**src/rtl/riscv_pkg.sv**
```systemverilog
// Shared RV32I decode definitions.
// Holds the opcode[6:2] encodings, the funct3/funct7 values the legality check
// needs, the immediate format enum and the decoded-entry record stored by the
// decode stage. Imported by imm_gen, decode_stage_if and decode_stage.
package riscv_pkg;

    localparam int unsigned XLEN = 32;

    // Major opcodes, inst[6:2]
    localparam logic [4:0] OPC_LOAD   = 5'b00000;
    localparam logic [4:0] OPC_OPIMM  = 5'b00100;
    localparam logic [4:0] OPC_AUIPC  = 5'b00101;
    localparam logic [4:0] OPC_STORE  = 5'b01000;
    localparam logic [4:0] OPC_OP     = 5'b01100;
    localparam logic [4:0] OPC_LUI    = 5'b01101;
    localparam logic [4:0] OPC_BRANCH = 5'b11000;
    localparam logic [4:0] OPC_JALR   = 5'b11001;
    localparam logic [4:0] OPC_JAL    = 5'b11011;

    // funct3 values that matter for legality
    localparam logic [2:0] F3_ADD = 3'b000;
    localparam logic [2:0] F3_SLL = 3'b001;
    localparam logic [2:0] F3_SR  = 3'b101;

    // funct7 values: base encoding and the SUB/SRA/SRAI variant
    localparam logic [6:0] F7_BASE = 7'b0000000;
    localparam logic [6:0] F7_ALT  = 7'b0100000;

    typedef enum logic [2:0] {
        FMT_I,
        FMT_S,
        FMT_B,
        FMT_U,
        FMT_J,
        FMT_R
    } imm_fmt_e;

    // One fully decoded instruction as held in the main or skid entry
    typedef struct packed {
        logic [4:0]      opcode;
        logic [2:0]      funct3;
        logic [6:0]      funct7;
        logic [XLEN-1:0] imm;
        logic [XLEN-1:0] pc;
        logic [4:0]      rs1_idx;
        logic [4:0]      rs2_idx;
        logic [4:0]      rd_idx;
        logic            rd_we;
        logic            illegal;
    } dec_entry_t;

    localparam int unsigned DEC_ENTRY_W = $bits(dec_entry_t);

endpackage

```
**src/rtl/decode_stage_if.sv**
```systemverilog
// Handshake bundle between fetch, the decode stage and execute.
// Input side:  in_valid, in_ready, in_inst, in_pc (fetch -> decode).
// Output side: out_valid, out_ready and the decoded fields (decode -> execute).
// modport slave  : the decode stage itself.
// modport master : the environment (fetch + execute) driving the stage.
interface decode_stage_if;
    import riscv_pkg::*;

    logic            in_valid;
    logic            in_ready;
    logic [XLEN-1:0] in_inst;
    logic [XLEN-1:0] in_pc;

    logic            out_valid;
    logic            out_ready;
    logic [4:0]      out_opcode;
    logic [2:0]      out_funct3;
    logic [6:0]      out_funct7;
    logic [XLEN-1:0] out_imm;
    logic [XLEN-1:0] out_pc;
    logic [4:0]      out_rs1_idx;
    logic [4:0]      out_rs2_idx;
    logic [4:0]      out_rd_idx;
    logic            out_rd_we;
    logic            out_illegal;

    modport slave (
        input  in_valid, in_inst, in_pc, out_ready,
        output in_ready, out_valid, out_opcode, out_funct3, out_funct7, out_imm,
               out_pc, out_rs1_idx, out_rs2_idx, out_rd_idx, out_rd_we, out_illegal
    );

    modport master (
        output in_valid, in_inst, in_pc, out_ready,
        input  in_ready, out_valid, out_opcode, out_funct3, out_funct7, out_imm,
               out_pc, out_rs1_idx, out_rs2_idx, out_rd_idx, out_rd_we, out_illegal
    );

endinterface

```
**src/rtl/imm_gen.sv**
```systemverilog
// Combinational immediate generator.
// Ports:
//   inst  in   inst[31:2] (the two length bits are not needed here)
//   fmt   out  immediate format selected by the major opcode (FMT_R when none)
//   imm   out  sign-extended immediate; 0 for FMT_R
module imm_gen
    import riscv_pkg::*;
(
    input  logic [31:2] inst,
    output imm_fmt_e    fmt,
    output logic [31:0] imm
);

    always_comb begin
        unique case (inst[6:2])
            OPC_LOAD, OPC_OPIMM, OPC_JALR: fmt = FMT_I;
            OPC_STORE:                     fmt = FMT_S;
            OPC_BRANCH:                    fmt = FMT_B;
            OPC_LUI, OPC_AUIPC:            fmt = FMT_U;
            OPC_JAL:                       fmt = FMT_J;
            default:                       fmt = FMT_R;
        endcase
    end

    always_comb begin
        unique case (fmt)
            FMT_I:   imm = {{20{inst[31]}}, inst[31:20]};
            FMT_S:   imm = {{20{inst[31]}}, inst[31:25], inst[11:7]};
            FMT_B:   imm = {{19{inst[31]}}, inst[31], inst[7], inst[30:25], inst[11:8], 1'b0};
            FMT_U:   imm = {inst[31:12], 12'b0};
            FMT_J:   imm = {{11{inst[31]}}, inst[31], inst[19:12], inst[20], inst[30:21], 1'b0};
            default: imm = '0;
        endcase
    end

endmodule

```
**src/rtl/decode_stage.sv**
```systemverilog
// RV32I instruction decode stage between fetch and the execute ALU.
// Decodes {inst, pc} at capture time into a dec_entry_t and holds it in a
// two-entry skid buffer (main entry drives the outputs, skid entry catches
// one more instruction) so in_ready comes straight from a flop.
// Ports:
//   clk    in   rising-edge clock
//   rst_n  in   asynchronous active-low reset
//   flush  in   drop all buffered and incoming instructions at the next edge
//   bus    slave modport of decode_stage_if (input handshake + decoded outputs)
module decode_stage
    import riscv_pkg::*;
#(
    parameter int unsigned XLEN = 32
) (
    input  logic             clk,
    input  logic             rst_n,
    input  logic             flush,
    decode_stage_if.slave    bus
);

    imm_fmt_e        fmt;
    logic [XLEN-1:0] imm;

    imm_gen u_imm_gen (
        .inst (bus.in_inst[31:2]),
        .fmt  (fmt),
        .imm  (imm)
    );

    logic [4:0] opcode;
    logic [2:0] funct3;
    logic [6:0] funct7;
    logic [4:0] rd;
    logic       legal;
    dec_entry_t new_entry;

    assign opcode = bus.in_inst[6:2];
    assign funct3 = bus.in_inst[14:12];
    assign funct7 = bus.in_inst[31:25];
    assign rd     = bus.in_inst[11:7];

    always_comb begin
        legal = (bus.in_inst[1:0] == 2'b11);
        unique case (opcode)
            OPC_LUI, OPC_AUIPC, OPC_JAL, OPC_JALR, OPC_BRANCH, OPC_LOAD, OPC_STORE: ;
            OPC_OPIMM: begin
                if (funct3 == F3_SLL && funct7 != F7_BASE) begin
                    legal = 1'b0;
                end else if (funct3 == F3_SR && funct7 != F7_BASE && funct7 != F7_ALT) begin
                    legal = 1'b0;
                end
            end
            OPC_OP: begin
                // Ten ALU ops: all eight funct3 with F7_BASE, plus SUB and SRA
                if (!(funct7 == F7_BASE ||
                      (funct7 == F7_ALT && (funct3 == F3_ADD || funct3 == F3_SR)))) begin
                    legal = 1'b0;
                end
            end
            default: legal = 1'b0;
        endcase
    end

    always_comb begin
        new_entry         = '0;
        new_entry.opcode  = opcode;
        new_entry.funct3  = funct3;
        new_entry.funct7  = funct7;
        new_entry.imm     = legal ? imm : '0;
        new_entry.pc      = bus.in_pc;
        new_entry.rs1_idx = bus.in_inst[19:15];
        new_entry.rs2_idx = bus.in_inst[24:20];
        new_entry.rd_idx  = rd;
        // Once legal, only stores and branches lack a destination register
        new_entry.rd_we   = legal && (fmt != FMT_S) && (fmt != FMT_B) && (rd != 5'd0);
        new_entry.illegal = !legal;
    end

    dec_entry_t main_q;
    dec_entry_t skid_q;
    logic       main_valid_q;
    logic       skid_valid_q;
    logic       accept;

    assign accept = bus.in_valid && bus.in_ready;

    always_ff @(posedge clk or negedge rst_n) begin
        if (!rst_n) begin
            main_valid_q <= 1'b0;
            skid_valid_q <= 1'b0;
            main_q       <= '0;
            skid_q       <= '0;
        end else if (flush) begin
            main_valid_q <= 1'b0;
            skid_valid_q <= 1'b0;
        end else if (!main_valid_q || bus.out_ready) begin
            if (skid_valid_q) begin
                // in_ready was low, so no new input can arrive this cycle
                main_q       <= skid_q;
                main_valid_q <= 1'b1;
                skid_valid_q <= 1'b0;
            end else begin
                main_valid_q <= accept;
                if (accept) begin
                    main_q <= new_entry;
                end
            end
        end else if (accept) begin
            skid_q       <= new_entry;
            skid_valid_q <= 1'b1;
        end
    end

    assign bus.in_ready    = !skid_valid_q;
    assign bus.out_valid   = main_valid_q;
    assign bus.out_opcode  = main_q.opcode;
    assign bus.out_funct3  = main_q.funct3;
    assign bus.out_funct7  = main_q.funct7;
    assign bus.out_imm     = main_q.imm;
    assign bus.out_pc      = main_q.pc;
    assign bus.out_rs1_idx = main_q.rs1_idx;
    assign bus.out_rs2_idx = main_q.rs2_idx;
    assign bus.out_rd_idx  = main_q.rd_idx;
    assign bus.out_rd_we   = main_q.rd_we;
    assign bus.out_illegal = main_q.illegal;

endmodule

```
**src/flat_wrapper.sv**
```systemverilog
// flat-port wrapper written by rule: the top's interface ports become plain ports
module decode_stage_flat import riscv_pkg::*;
#(
    parameter int unsigned XLEN = 32
)
  (clk, rst_n, flush, bus_in_valid, bus_in_inst, bus_in_pc, bus_out_ready, bus_in_ready, bus_out_valid, bus_out_opcode, bus_out_funct3, bus_out_funct7, bus_out_imm, bus_out_pc, bus_out_rs1_idx, bus_out_rs2_idx, bus_out_rd_idx, bus_out_rd_we, bus_out_illegal);
  decode_stage_if bus_i ();
  input  logic clk;
  input  logic rst_n;
  input  logic flush;
  input wire logic [$bits(bus_i.in_valid)-1:0] bus_in_valid;
  input wire logic [$bits(bus_i.in_inst)-1:0] bus_in_inst;
  input wire logic [$bits(bus_i.in_pc)-1:0] bus_in_pc;
  input wire logic [$bits(bus_i.out_ready)-1:0] bus_out_ready;
  output wire logic [$bits(bus_i.in_ready)-1:0] bus_in_ready;
  output wire logic [$bits(bus_i.out_valid)-1:0] bus_out_valid;
  output wire logic [$bits(bus_i.out_opcode)-1:0] bus_out_opcode;
  output wire logic [$bits(bus_i.out_funct3)-1:0] bus_out_funct3;
  output wire logic [$bits(bus_i.out_funct7)-1:0] bus_out_funct7;
  output wire logic [$bits(bus_i.out_imm)-1:0] bus_out_imm;
  output wire logic [$bits(bus_i.out_pc)-1:0] bus_out_pc;
  output wire logic [$bits(bus_i.out_rs1_idx)-1:0] bus_out_rs1_idx;
  output wire logic [$bits(bus_i.out_rs2_idx)-1:0] bus_out_rs2_idx;
  output wire logic [$bits(bus_i.out_rd_idx)-1:0] bus_out_rd_idx;
  output wire logic [$bits(bus_i.out_rd_we)-1:0] bus_out_rd_we;
  output wire logic [$bits(bus_i.out_illegal)-1:0] bus_out_illegal;
  assign bus_i.in_valid = bus_in_valid;
  assign bus_i.in_inst = bus_in_inst;
  assign bus_i.in_pc = bus_in_pc;
  assign bus_i.out_ready = bus_out_ready;
  assign bus_in_ready = bus_i.in_ready;
  assign bus_out_valid = bus_i.out_valid;
  assign bus_out_opcode = bus_i.out_opcode;
  assign bus_out_funct3 = bus_i.out_funct3;
  assign bus_out_funct7 = bus_i.out_funct7;
  assign bus_out_imm = bus_i.out_imm;
  assign bus_out_pc = bus_i.out_pc;
  assign bus_out_rs1_idx = bus_i.out_rs1_idx;
  assign bus_out_rs2_idx = bus_i.out_rs2_idx;
  assign bus_out_rd_idx = bus_i.out_rd_idx;
  assign bus_out_rd_we = bus_i.out_rd_we;
  assign bus_out_illegal = bus_i.out_illegal;
  decode_stage #(.XLEN(XLEN)) u_core (.clk(clk), .rst_n(rst_n), .flush(flush), .bus(bus_i));
endmodule
```
**config.mk**
```make
export PLATFORM = sky130hd
export DESIGN_NAME = decode_stage_flat
export DESIGN_NICKNAME = d
export VERILOG_FILES = /design/src/rtl/riscv_pkg.sv /design/src/rtl/decode_stage_if.sv /design/src/rtl/imm_gen.sv /design/src/rtl/decode_stage.sv /design/src/flat_wrapper.sv
export SDC_FILE = /design/constraint.sdc
export NUM_CORES = 1
export LEC_CHECK = 0
export ABC_AREA = 1
export BUFFER_PORTS_ARGS = -buffer_cell sky130_fd_sc_hd__buf_2
export CORE_UTILIZATION = 55
export CTS_CLUSTER_DIAMETER = 100
export CTS_CLUSTER_SIZE = 20
export DETAILED_ROUTE_END_ITERATION = 8
export GPL_TIMING_DRIVEN = 0
export PLACE_DENSITY_LB_ADDON = 0.25
export SYNTH_ARGS = -nofsm -noshare
export SYNTH_HDL_FRONTEND = slang
export SYNTH_HIERARCHICAL = 1
export SYNTH_SLANG_ARGS = --single-unit
```
**constraint.sdc**
```tcl
create_clock -name clk -period 1.89 [get_ports clk]
set_input_delay 0.189 -clock clk [delete_from_list [all_inputs] [get_ports clk]]
set_output_delay 0.189 -clock clk [all_outputs]
set_load 0.005 [all_outputs]
```
; Yosys cells after proc, flatten, opt, wreduce, memory -nomap -nowiden
; Memories as Yosys holds them, arrays and structs flattened.
; Index checks and enable logic that the tools add are counted.
; W data, S select, Z words.
[totals]
ff_bits = 194
mem_bits_ro = 96
in_bits = 69
word_cells = 84
mem_count = 1
[classes]
n_eq_ne = 19
n_mux = 14
n_bitwise = 2
n_reduce_logical = 26
[mem_list]
columns = memory, words, word_bits, read_ports, rd_clocked_by_memory_dff, write_ports, line
row1 = (no name shown), 32, 3, 1, 0, 0, imm_gen.sv:15  ; unique case (inst[6:2])
[ops]
columns = operator, n
row1 = $mux W96, 2
row2 = $pmux W32 S5, 1
row3 = $mux W32, 1
row4 = $eq A5 B4 Y1 const B, 3
row5 = $eq A5 B5 Y1 const B, 3
row6 = $eq A5 B3 Y1 const B, 2
row7 = $mux W1, 9
row8 = $logic_and A1 B1 Y1, 8
row9 = $eq A7 B6 Y1 const B, 1
row10 = $logic_not A7 Y1, 1
row11 = $ne A7 B6 Y1 const B, 1
row12 = $reduce_bool A7 Y1, 1
row13 = $reduce_or A7 Y1, 1
row14 = $eq A3 B1 Y1 const B, 2
row15 = $eq A3 B2 Y1 const B, 2
row16 = $eq A3 B3 Y1 const B, 2
row17 = $logic_not A3 Y1, 2
row18 = $reduce_and A3 Y1, 2
row19 = $logic_not A5 Y1, 1
row20 = $reduce_bool A5 Y1, 1
row21 = $reduce_bool A2 Y1, 2
row22 = $logic_not A1 Y1, 3
row23 = $logic_or A1 B1 Y1, 3
row24 = $ne A3 B1 Y1 const B, 1
row25 = other kinds (5), 6

; Longest topological paths before layout
; Gate-level depths: netlist (run 1).
[logic_depth]
depth_word = 11
depth_mapped = 13
depth_no_buf = 12

; Modules after synthesis
; Netlist (run 1), hierarchy kept.
[modules_own_cells]
columns = mod, instances, cells_each, area_per_inst_um2, seq_area_each_um2
row1 = decode_stage, 1, 1040, 8473.1, 4854.7
row2 = imm_gen, 1, 116, 599.3, 0.0

; Least setup slack after synthesis (run 1)
; No wires, ideal clock.
[synth_path]
kind = register -> register
from = reg u_core.main_valid_q, in the netlist u_core/bus.out_valid
to = reg u_core/skid_q[85] (netlist name)
setup_time_ns = 0.130
t_arrival_ns = 1.188
t_required_ns = 1.760
path_slack_ns = 0.572
path_stages_with_launch = 11
n_path_buf = 3
path_cell_list = dfrtp_1 > inv_1 > nor2_1 > inv_1 > nor2_2 > nand3_2 > buf_6 > buf_6 > buf_6 > nand2_1 > o21ai_1
[synth_via]
elab_chain_cells = 4
[synth_lines]
columns = item, line
row1 = from (decl), decode_stage.sv:81  ; logic main_valid_q;
row2 = from (signal assigned), decode_stage.sv:103  ; main_valid_q <= accept;
row3 = $logic_not A1 Y1, decode_stage.sv:96  ; end else if (!main_valid_q || bus.out_ready) begin
row4 = $logic_or A1 B1 Y1, decode_stage.sv:96
row5 = $not A1 Y1 (no source line), n/a
row6 = $reduce_and A3 Y1 (no source line), n/a
row7 = to (signal assigned), decode_stage.sv:109  ; skid_q <= new_entry;
row8 = to (decl), decode_stage.sv:80  ; dec_entry_t skid_q;
; Every way passes these cells.
; A chain may end at the register's enable or synchronous reset.

; Worst setup path after layout (run 1)
[layout_path]
from = reg u_core.skid_valid_q
to = reg u_core.main_q (netlist bit u_core/bus.out_imm[9])
[layout_via]
elab_chain_cells = 4
[layout_lines]
columns = item, line
row1 = from (decl), decode_stage.sv:82  ; logic skid_valid_q;
row2 = from (signal assigned), decode_stage.sv:90  ; skid_valid_q <= 1'b0;
row3 = from (signal assigned), decode_stage.sv:95  ; skid_valid_q <= 1'b0;
row4 = from (signal assigned), decode_stage.sv:101  ; skid_valid_q <= 1'b0;
row5 = $logic_not A1 Y1, decode_stage.sv:114  ; assign bus.in_ready = !skid_valid_q;
row6 = $logic_and A1 B1 Y1, decode_stage.sv:85  ; assign accept = bus.in_valid && bus.in_ready;
row7 = $reduce_bool A2 Y1 (no source line), n/a
row8 = $reduce_and A3 Y1 (no source line), n/a
row9 = to (signal assigned), decode_stage.sv:99  ; main_q <= skid_q;
row10 = to (signal assigned), decode_stage.sv:105  ; main_q <= new_entry;
row11 = to (decl), decode_stage.sv:79  ; dec_entry_t main_q;
; Several ways; a longest one is shown, not always the timed one.

==> results of run 1 <==
through the flow:
step,std cells,cell area [µm²],worst slack [ns]
finish,1572,10800,0.102
global placement,1538,10200,-2.51
detailed placement,1539,10200,0.123
CTS,1571,10800,0.0871
floorplan,1156,9070,0.572
global route,1572,10800,0.000658
cells by family (layout without fill, tap and decap cells):
family,after synthesis,in the layout,synth area share (%)
buf+inv,152,351,7.93
other cells,0,1,0
flops,194,194,53.5
compound gates,232,232,12.9
simple gates,578,578,25.6
metal layers:
layer	up-vias	global-route usage, %	wire (µm)
met1	3943	40.0	10600
li1	4018	-	-
met3	39	5.33	1800
met4	0	11.2	533
met2	360	47.6	11300
met5	-	0	0
placed cells by master (no fill, tap or decap), drive strengths merged:
cell type	instances
clkinv	5
nor3	1
nand2	440
o2bb2ai	1
a21oi	4
clkinvlp	1
nand3	45
clkbuf	61
dfrtp	194
diode	1
bufinv	2
nand4	4
buf	200
inv	81
nor2	88
o21ai	227
dlygate4sd3	1
power breakdown:
| group | total, mW | switching [mW] | internal (mW) |
|---|---|---|---|
| sequential | 5.10 | 0.316 | 4.79 |
| combinational | 1.60 | 0.941 | 0.655 |
| clock | 3.58 | 1.53 | 2.05 |
| total | 10.3 | 2.79 | 7.49 |
final timing paths:
| kind | start | depth (start not counted) | slack, ns | end |
|---|---|---|---|---|
| max in group asynchronous | rst_n | 3 | 0.60 | u_core/skid_q[58] |
| hold / removal | bus_in_pc[0] | 3 | 0.01 | u_core/skid_q[17] |
| setup / recovery | u_core/skid_valid_q | 7 | 0.10 | u_core/bus.out_imm[9] |
| hold reg to reg | u_core/bus.out_imm[17] | 2 | 0.47 | u_core/bus.out_imm[17] |
| min in group asynchronous | rst_n | 2 | 0.37 | u_core/skid_q[24] |
| setup reg to reg | u_core/skid_valid_q | 7 | 0.10 | u_core/bus.out_imm[9] |
cell type report:
class                      instances  area (µm²)  area share, %
inverter                          80         300           2.78
buffer                            71         417           3.86
timing repair buffer             168         878           8.13
tap                              216         270           2.50
multi-input combinational        810        3500           32.4
clock buffer                      23         478           4.42
sequential                       194        4850           44.9
antenna                            1        2.50         0.0232
clock inverter                     9         104          0.961
worst min-delay path, stage by stage:
cell     delay, ns
buf_2         0.09
inv_1         0.06
o21ai_1       0.06
flip-flops by register name, indices dropped and copies added, names as in the netlist:
name                    cells
u_core/bus.out_funct3       3
u_core/bus.out_funct7       7
u_core/bus.out_illegal      1
u_core/bus.out_imm         32
u_core/bus.out_opcode       5
u_core/bus.out_pc          32
u_core/bus.out_rd_idx       5
u_core/bus.out_rd_we        1
u_core/bus.out_rs1_idx      5
u_core/bus.out_rs2_idx      5
u_core/bus.out_valid        1
u_core/skid_q              96
u_core/skid_valid_q         1
repair_timing:
action	4_1_cts	5_1_grt
endpoints found under the hold margin	92	0
hold buffers	1	0
setup endpoints to repair	1	1
gates resized for setup	0	2
gates cloned	0	0
==> results.sh, run 1 <==
export IMPL_synth_commonest_cells="435 x nand2_1, 194 x dfrtp_1, 147 x o21ai_0"
export IMPL_port_buffer_count=166
export IMPL_grt_pass1_vias=7631
export IMPL_syn_nets=1225
export IMPL_dieArea_um2=17000
export IMPL_ys_seq_area_share_pct=53.5
export IMPL_syn_area_um2=9070
export IMPL_crit_top_cell="nand2_1"
export IMPL_drt_total_wl_mm=24.3
export IMPL_dr_pass1_iters=7
export IMPL_report_final_slew_viol_count=0
export IMPL_root_buffer="clkbuf_16"
export IMPL_min_period_over_period_pct=94.6
export IMPL_start_util_pct=56.7
export IMPL_nFillCells=1389
export IMPL_synth_enable_flop_cells=0
export IMPL_max_stage_delay_ns=0.45
export IMPL_grt_max_degree=103
export IMPL_cts_tree="built"
export IMPL_rsz0062_at_grt="false"
export IMPL_p_total_mw=10.3
export IMPL_fin_util_pct=67.5
export IMPL_yosysMostFrequentCell="nand2_1"
export IMPL_overflow=0
export IMPL_period_needed_ns=1.79
export IMPL_ys_warn_count=6
export IMPL_ios=167
export IMPL_drive_above_1_share_pct=18.3
export IMPL_power_density_nw_per_um2=952
export IMPL_drt_wirelength_per_cell_um=15.4
export IMPL_hold_class="primary input to register"
export IMPL_fp_dieW_um=130
export IMPL_synth_ff_type="dfrtp_1"
export IMPL_drtIter0Drc=727
export IMPL_p_leak_nw=6.15
export IMPL_place_hpwl_mm=17.3
export IMPL_cp_cell_sequence="inv_2 -> a21oi_1 -> nand2_1 -> buf_2 -> clkbuf_1 -> nand2_1 -> nand2_1"
export IMPL_cts_buffers=17
export IMPL_ant_nets=0
export IMPL_critPathArrivalTime_ns=2.16
export IMPL_critPathSlowestCell="clkbuf_1"
export IMPL_synth_area_leader_cell="dfrtp_1"
export IMPL_antenna_found_initial=1
export IMPL_fin_setup_tns_ns=0
export IMPL_viasPerCell=5.32
export IMPL_whs_ns=0.0127
export IMPL_yosys_top_cells_area="dfrtp_1 54%, nand2_1 18%, o21ai_0 8.1%"
export IMPL_timing_final_hold_violations=0
export IMPL_clock_skew_ns=0.00733
export IMPL_ys_ff_latch=194
export IMPL_std_cell_rows=46
export IMPL_worstMarginPinSlew_ns=0.695
export IMPL_cts_sinks=194
export IMPL_crit_required_ns=2.26
export IMPL_cpLargestDelayFamily="buffers and inverters"
export IMPL_avgSynthCellArea_um2=7.85
export IMPL_drc=0
export IMPL_grtUsageTotal_pct=29.5
export IMPL_postCtsSetupBuffers=0
export IMPL_htreeDepth=4
export IMPL_path_clk_slew_ns=0.07
export IMPL_maxSlewHeadroom_pct=53.7
export IMPL_synthCells=1156
export IMPL_die_y_um=130
export IMPL_critPathKind="register to register"
export IMPL_synthArstFlopShare_pct=100
export IMPL_yosysUniqueCellTypes=25
export IMPL_gp_congestion=0.915
export IMPL_cp_end_kind="register"
export IMPL_worstPathMaxFanout=10
export IMPL_vdd_drop_max_mv=0.629
export IMPL_grt_pass1_wl_mm=38.0
export IMPL_nNetsFinal=1411
export IMPL_clk_path_buf_depth=2
export IMPL_area_delta_synth_final_pct=19.1
export IMPL_setup_violations_final=0
export IMPL_status="finished clean"
export IMPL_drv_cap=0
export IMPL_synthDominantCellAreaShare_pct=53.5
export IMPL_coreArea_um2=16000
export IMPL_vias=8360
export IMPL_crit_buf_inv=3
export IMPL_clock_latency_ns=0.43
export IMPL_startpoint_type="register"
export IMPL_clock_fmax_ghz=0.559
Note: power is estimated with default switching activity, not from simulation.
==> run 2: changes to the inputs <==
--- a/config.mk
+++ b/config.mk
@@ -13,6 +13,7 @@
 export DETAILED_ROUTE_END_ITERATION = 8
 export GPL_TIMING_DRIVEN = 0
 export PLACE_DENSITY_LB_ADDON = 0.25
+export RECOVER_POWER = 25
 export SYNTH_ARGS = -nofsm -noshare
 export SYNTH_HDL_FRONTEND = slang
 export SYNTH_HIERARCHICAL = 1
==> run 2 against run 1 <==
Flip-flop and latch count unchanged. Non-clock buffer count is the same. Setup slack got worse by 0.0031 ns. Sequential share of layout area rose by 0.057 points. Clock-buffer cell count unchanged. Clock power about the same. Die area did not move. Via count is essentially flat. Combinational power is essentially flat. Hold slack worse by 0.0014 ns. Largest cell class unchanged.
==> results.sh, run 2 (synthesized netlist as in run 1, its figures left out) <==
export IMPL_status="finished clean"
export IMPL_vias=8367
export IMPL_area_delta_synth_final_pct=18.9
export IMPL_drtIter0Drc=734
export IMPL_min_period_over_period_pct=94.8
export IMPL_ios=167
export IMPL_place_hpwl_mm=17.3
export IMPL_final_area_um2=10800
export IMPL_hold_class="primary input to register"
export IMPL_grt_max_degree=103
export IMPL_power_density_nw_per_um2=953
export IMPL_antenna_found_initial=1
export IMPL_drt_total_wl_mm=24.3
export IMPL_regMostFlops="u_core/skid_q"
export IMPL_grt_met3_usage_pct=5.33
export IMPL_startpoint="u_core/skid_valid_q"
export IMPL_dp_cells=1539
export IMPL_min_from="bus_in_pc[0]"
export IMPL_drv_cap=0
export IMPL_crit_top_cell="nand2_1"
export IMPL_startpoint_type="register"
export IMPL_cp_end_kind="register"
export IMPL_cts_sinks=194
export IMPL_grt_pass1_vias=7631
export IMPL_clock_skew_ns=0.00666
export IMPL_overflow=0
export IMPL_dr_pass1_iters=5
export IMPL_top_usage_layer="met2"
export IMPL_port_buffer_count=166
export IMPL_fin_setup_tns_ns=0
export IMPL_report_final_slew_viol_count=0
export IMPL_critPathSlowestCell="clkbuf_1"
export IMPL_layout_commonest_cell="nand2_1"
export IMPL_vdd_drop_max_mv=0.630
export IMPL_start_util_pct=56.7
export IMPL_p_leak_nw=6.11
export IMPL_ant_nets=0
export IMPL_coreArea_um2=16000
export IMPL_use_met2_pct=47.6
export IMPL_rrSetupSlack_ns=0.1
export IMPL_maxSlewHeadroom_pct=53.8
export IMPL_placed_cell_area_um2=10200
export IMPL_nNetsFinal=1411
export IMPL_timing_final_hold_violations=0
export IMPL_clock_fmax_ghz=0.558
export IMPL_grt_met1_usage_pct=40.0
export IMPL_setup_violations_final=0
export IMPL_whs_ns=0.0113
export IMPL_fp_dieW_um=130
export IMPL_p_total_mw=10.3
export IMPL_period_needed_ns=1.79
export IMPL_cts_buffers=17
export IMPL_grtUsageTotal_pct=29.5
export IMPL_largest_reg_flops=96
export IMPL_worstPathMaxFanout=10
export IMPL_worstMarginPinSlew_ns=0.693
export IMPL_drc=0
export IMPL_clk_path_buf_depth=2
export IMPL_critPathKind="register to register"
export IMPL_postCtsSetupBuffers=0
export IMPL_rsz0062_at_grt="false"
export IMPL_max_stage_delay_ns=0.45
export IMPL_cts_tree="built"
export IMPL_drt_wirelength_per_cell_um=15.5
export IMPL_crit_path_end="u_core/bus.out_imm[9]"
export IMPL_viasPerCell=5.32
export IMPL_final_cell_mix="435 x nand2_1, 194 x dfrtp_1, 165 x buf_2"
export IMPL_dieArea_um2=17000
export IMPL_worstReg2RegEnd="u_core/bus.out_imm[9]"
export IMPL_drive_above_1_share_pct=17.5
export IMPL_root_buffer="clkbuf_16"
export IMPL_critPathArrivalTime_ns=2.16
export IMPL_std_cell_rows=46
export IMPL_path_clk_slew_ns=0.07
export IMPL_die_y_um=130
export IMPL_stdcell_count=1572
export IMPL_clock_latency_ns=0.44
export IMPL_crit_required_ns=2.26
export IMPL_r2r_start="u_core/skid_valid_q"
export IMPL_grt_pass1_wl_mm=38.0
export IMPL_r2r_cells=7
export IMPL_cp_cell_sequence="inv_2 -> a21oi_1 -> nand2_1 -> buf_2 -> clkbuf_1 -> nand2_1 -> nand2_1"
export IMPL_htreeDepth=4
export IMPL_gp_congestion=0.915
[run 2: cell types whose count changed in the layout (fill, tap and decap cells not counted)]
cell      delta
buf_2       -11
clkbuf_1    +11
[run 2: repair_timing]
item	in CTS	in global routing
hold buffers	1	0
resized for setup	0	2
endpoints found under the hold margin	92	0
setup endpoints to repair	1	1
[run 2: metrics by stage]
stage	util [%]	setup WS (ns)
floorplan	-	0.572
global placement	63.6	-2.51
detailed placement	63.8	0.123
CTS	67.5	0.0871
global route	67.4	0.000658
finish	67.4	0.0986
[run 2: layout make-up]
cell class / count / area [µm²]
sequential: 194 / 4850
timing repair buffer: 168 / 865
multi-input combinational: 810 / 3500
antenna: 1 / 2.50
buffer: 71 / 417
clock inverter: 9 / 104
inverter: 80 / 300
tap: 216 / 270
clock buffer: 23 / 478
fill: 1395 / 5210
[run 2: worst max-delay path, delay by kind of cell (launching register included)]
family / cells / cell delay [ns]
compound gates: 1 / 0.08
buf+inv: 3 / 0.89
flops: 1 / 0.42
simple gates: 3 / 0.32
[run 2: worst min-delay path by stage]
stage,endpoint,slack (ns),cells past startpoint
after detailed placement,u_core/skid_q[24],0.26,1
final,u_core/skid_q[17],0.01,3
after floorplan,u_core/bus.out_funct3[0],-0.11,0
after global routing,u_core/skid_q[17],0.01,3
after global placement,u_core/skid_q[6],0.46,2
after CTS,u_core/skid_q[17],0.006,3
[run 2: report_power, final]
group | internal [mW] | switching, mW | total, mW
combinational | 0.647 | 0.942 | 1.59
clock | 2.05 | 1.53 | 3.59
sequential | 4.79 | 0.318 | 5.11
total | 7.49 | 2.79 | 10.3
[run 2: per-layer routing]
layer / share of wire, % / vias up
met5: 0 / -
met4: 2.0 / 0
met3: 7.3 / 33
met2: 47 / 368
met1: 44 / 3949
li1: - / 4017
==> run 3: changes to the inputs <==
--- a/config.mk
+++ b/config.mk
@@ -8,6 +8,7 @@
 export ABC_AREA = 1
 export BUFFER_PORTS_ARGS = -buffer_cell sky130_fd_sc_hd__buf_2
 export CORE_UTILIZATION = 55
+export CTS_BUF_LIST = sky130_fd_sc_hd__clkbuf_4 sky130_fd_sc_hd__clkbuf_8 sky130_fd_sc_hd__clkbuf_16
 export CTS_CLUSTER_DIAMETER = 100
 export CTS_CLUSTER_SIZE = 20
 export DETAILED_ROUTE_END_ITERATION = 8
==> run 3 against run 2 <==
Clock power is essentially flat. Global-route usage shrank 0.065 points. Routed wire length fell by 0.30%. Largest cell class unchanged.
==> results.sh, run 3 (synthesized netlist as in run 1, its figures left out) <==
export IMPL_dieArea_um2=17000
export IMPL_rsz0062_at_grt="false"
export IMPL_whs_ns=0.0147
export IMPL_rrSetupSlack_ns=0.09
export IMPL_nNetsFinal=1411
export IMPL_crit_required_ns=2.26
export IMPL_layout_commonest_cell="nand2_1"
export IMPL_min_period_over_period_pct=95.4
export IMPL_cts_buffers=17
export IMPL_path_clk_slew_ns=0.07
export IMPL_drc=0
export IMPL_ant_nets=0
export IMPL_drtIter0Drc=756
export IMPL_drive_above_1_share_pct=17.7
export IMPL_p_sw_mw=2.79
export IMPL_r2r_start="u_core/skid_valid_q"
export IMPL_area_delta_synth_final_pct=19.0
export IMPL_dp_cells=1539
export IMPL_power_density_nw_per_um2=955
export IMPL_htreeDepth=4
export IMPL_timing_final_hold_violations=0
export IMPL_viasPerCell=5.28
export IMPL_switching_share_pct=27.0
export IMPL_vdd_drop_max_mv=0.626
export IMPL_clock_latency_ns=0.44
export IMPL_setup_violations_final=0
export IMPL_coreArea_um2=16000
export IMPL_maxSlewHeadroom_pct=54.2
export IMPL_grt_pass1_vias=7595
export IMPL_root_buffer="clkbuf_16"
export IMPL_place_hpwl_mm=17.3
export IMPL_critPathKind="register to register"
export IMPL_clk_path_buf_depth=2
export IMPL_fin_setup_tns_ns=0
export IMPL_startpoint="u_core/skid_valid_q"
export IMPL_fp_dieW_um=130
export IMPL_start_util_pct=56.7
export IMPL_status="finished clean"
export IMPL_stdcell_count=1572
export IMPL_die_y_um=130
export IMPL_overflow=0
export IMPL_postCtsSetupBuffers=0
export IMPL_ios=167
export IMPL_placed_cell_area_um2=10200
export IMPL_p_int_mw=7.53
export IMPL_cp_end_kind="register"
export IMPL_cts_sinks=194
export IMPL_drt_total_wl_mm=24.2
export IMPL_dr_pass1_iters=5
export IMPL_largest_reg_flops=96
export IMPL_pwr_share_comb_pct=15.4
export IMPL_vias=8308
export IMPL_clock_skew_ns=0.0100
export IMPL_grtUsageTotal_pct=29.4
export IMPL_r2r_cells=7
export IMPL_std_cell_rows=46
export IMPL_crit_path_end="u_core/bus.out_imm[9]"
export IMPL_hold_class="primary input to register"
export IMPL_port_buffer_count=166
export IMPL_critPathArrivalTime_ns=2.17
export IMPL_worstPathMaxFanout=10
export IMPL_clock_fmax_ghz=0.555
export IMPL_clockPowerShare_pct=35.1
export IMPL_drv_cap=0
export IMPL_final_area_um2=10800
export IMPL_period_needed_ns=1.80
export IMPL_antenna_found_initial=1
export IMPL_worstMarginPinSlew_ns=0.687
export IMPL_report_final_slew_viol_count=0
export IMPL_fin_util_pct=67.5
export IMPL_power_frac_seq_pct=49.5
export IMPL_worstReg2RegEnd="u_core/bus.out_imm[9]"
export IMPL_cts_tree="built"
export IMPL_drt_wirelength_per_cell_um=15.4
export IMPL_p_leak_nw=6.12
export IMPL_final_cell_mix="435 x nand2_1, 194 x dfrtp_1, 165 x buf_2"
export IMPL_startpoint_type="register"
export IMPL_regMostFlops="u_core/skid_q"
export IMPL_gp_congestion=0.915
export IMPL_grt_pass1_wl_mm=37.9
export IMPL_grt_max_degree=103
-- run 3: cell counts in the layout (fill, tap and decap cells not counted) --
No cell type changed its count.
-- run 3: per-layer routing --
layer / up-vias / global-route usage (%) / part of all wire, %
li1: 4018 / - / -
met1: 3929 / 39.9 / 44
met2: 329 / 47.5 / 47
met3: 32 / 5.33 / 7.2
met4: 0 / 11.2 / 2.0
met5: - / 0 / 0
-- run 3: worst min-delay path by stage --
stage / end / cells past startpoint / start / slack [ns]
floorplan: u_core/bus.out_funct3[0] / 0 / rst_n / -0.11
global placement: u_core/skid_q[6] / 2 / u_core/skid_q[6] / 0.46
detailed placement: u_core/skid_q[24] / 1 / rst_n / 0.26
CTS: u_core/skid_q[17] / 3 / bus_in_pc[0] / 0.008
global route: u_core/skid_q[17] / 3 / bus_in_pc[0] / 0.01
finish: u_core/skid_q[17] / 3 / bus_in_pc[0] / 0.01
-- run 3: through the flow --
stage	total power, mW	worst slack [ns]
6_report	10.3	0.0873
4_1_cts	10.4	0.0871
3_5_place_dp	6.75	0.123
2_1_floorplan	5.99	0.572
5_1_grt	10.8	0.000611
3_3_place_gp	6.66	-2.51
-- run 3: repair_timing --
| item | CTS | global route |
|---|---|---|
| hold endpoints to repair | 92 | 0 |
| gates resized for setup | 0 | 2 |
| setup endpoints to repair | 1 | 1 |
| hold buffers | 1 | 0 |
-- run 3: layout make-up --
cell class                      instances  area (µm²)
Antenna cell                            1        2.50
Buffer                                 71         417
Clock buffer                           23         489
Clock inverter                          9         104
Fill cell                            1398        5200
Inverter                               80         300
Multi-Input combinational cell        810        3500
Sequential cell                       194        4850
Tap cell                              216         270
Timing Repair Buffer                  168         865
-- run 3: power by group through the flow --
stage                     clock [mW]  combinational, mW  sequential, mW
after floorplan                    0              0.842            5.15
after global placement             0               1.53            5.14
after detailed placement           0               1.59            5.16
after CTS                       3.68               1.60            5.09
after global routing            3.83               1.81            5.17
final                           3.62               1.59            5.10
-- run 3: worst max-delay path, cell delays in order, from the launching register on --
cell	delay, ns
dfrtp_1	0.42
inv_2	0.13
a21oi_1	0.08
nand2_1	0.13
buf_2	0.31
clkbuf_1	0.46
nand2_1	0.11
nand2_1	0.10
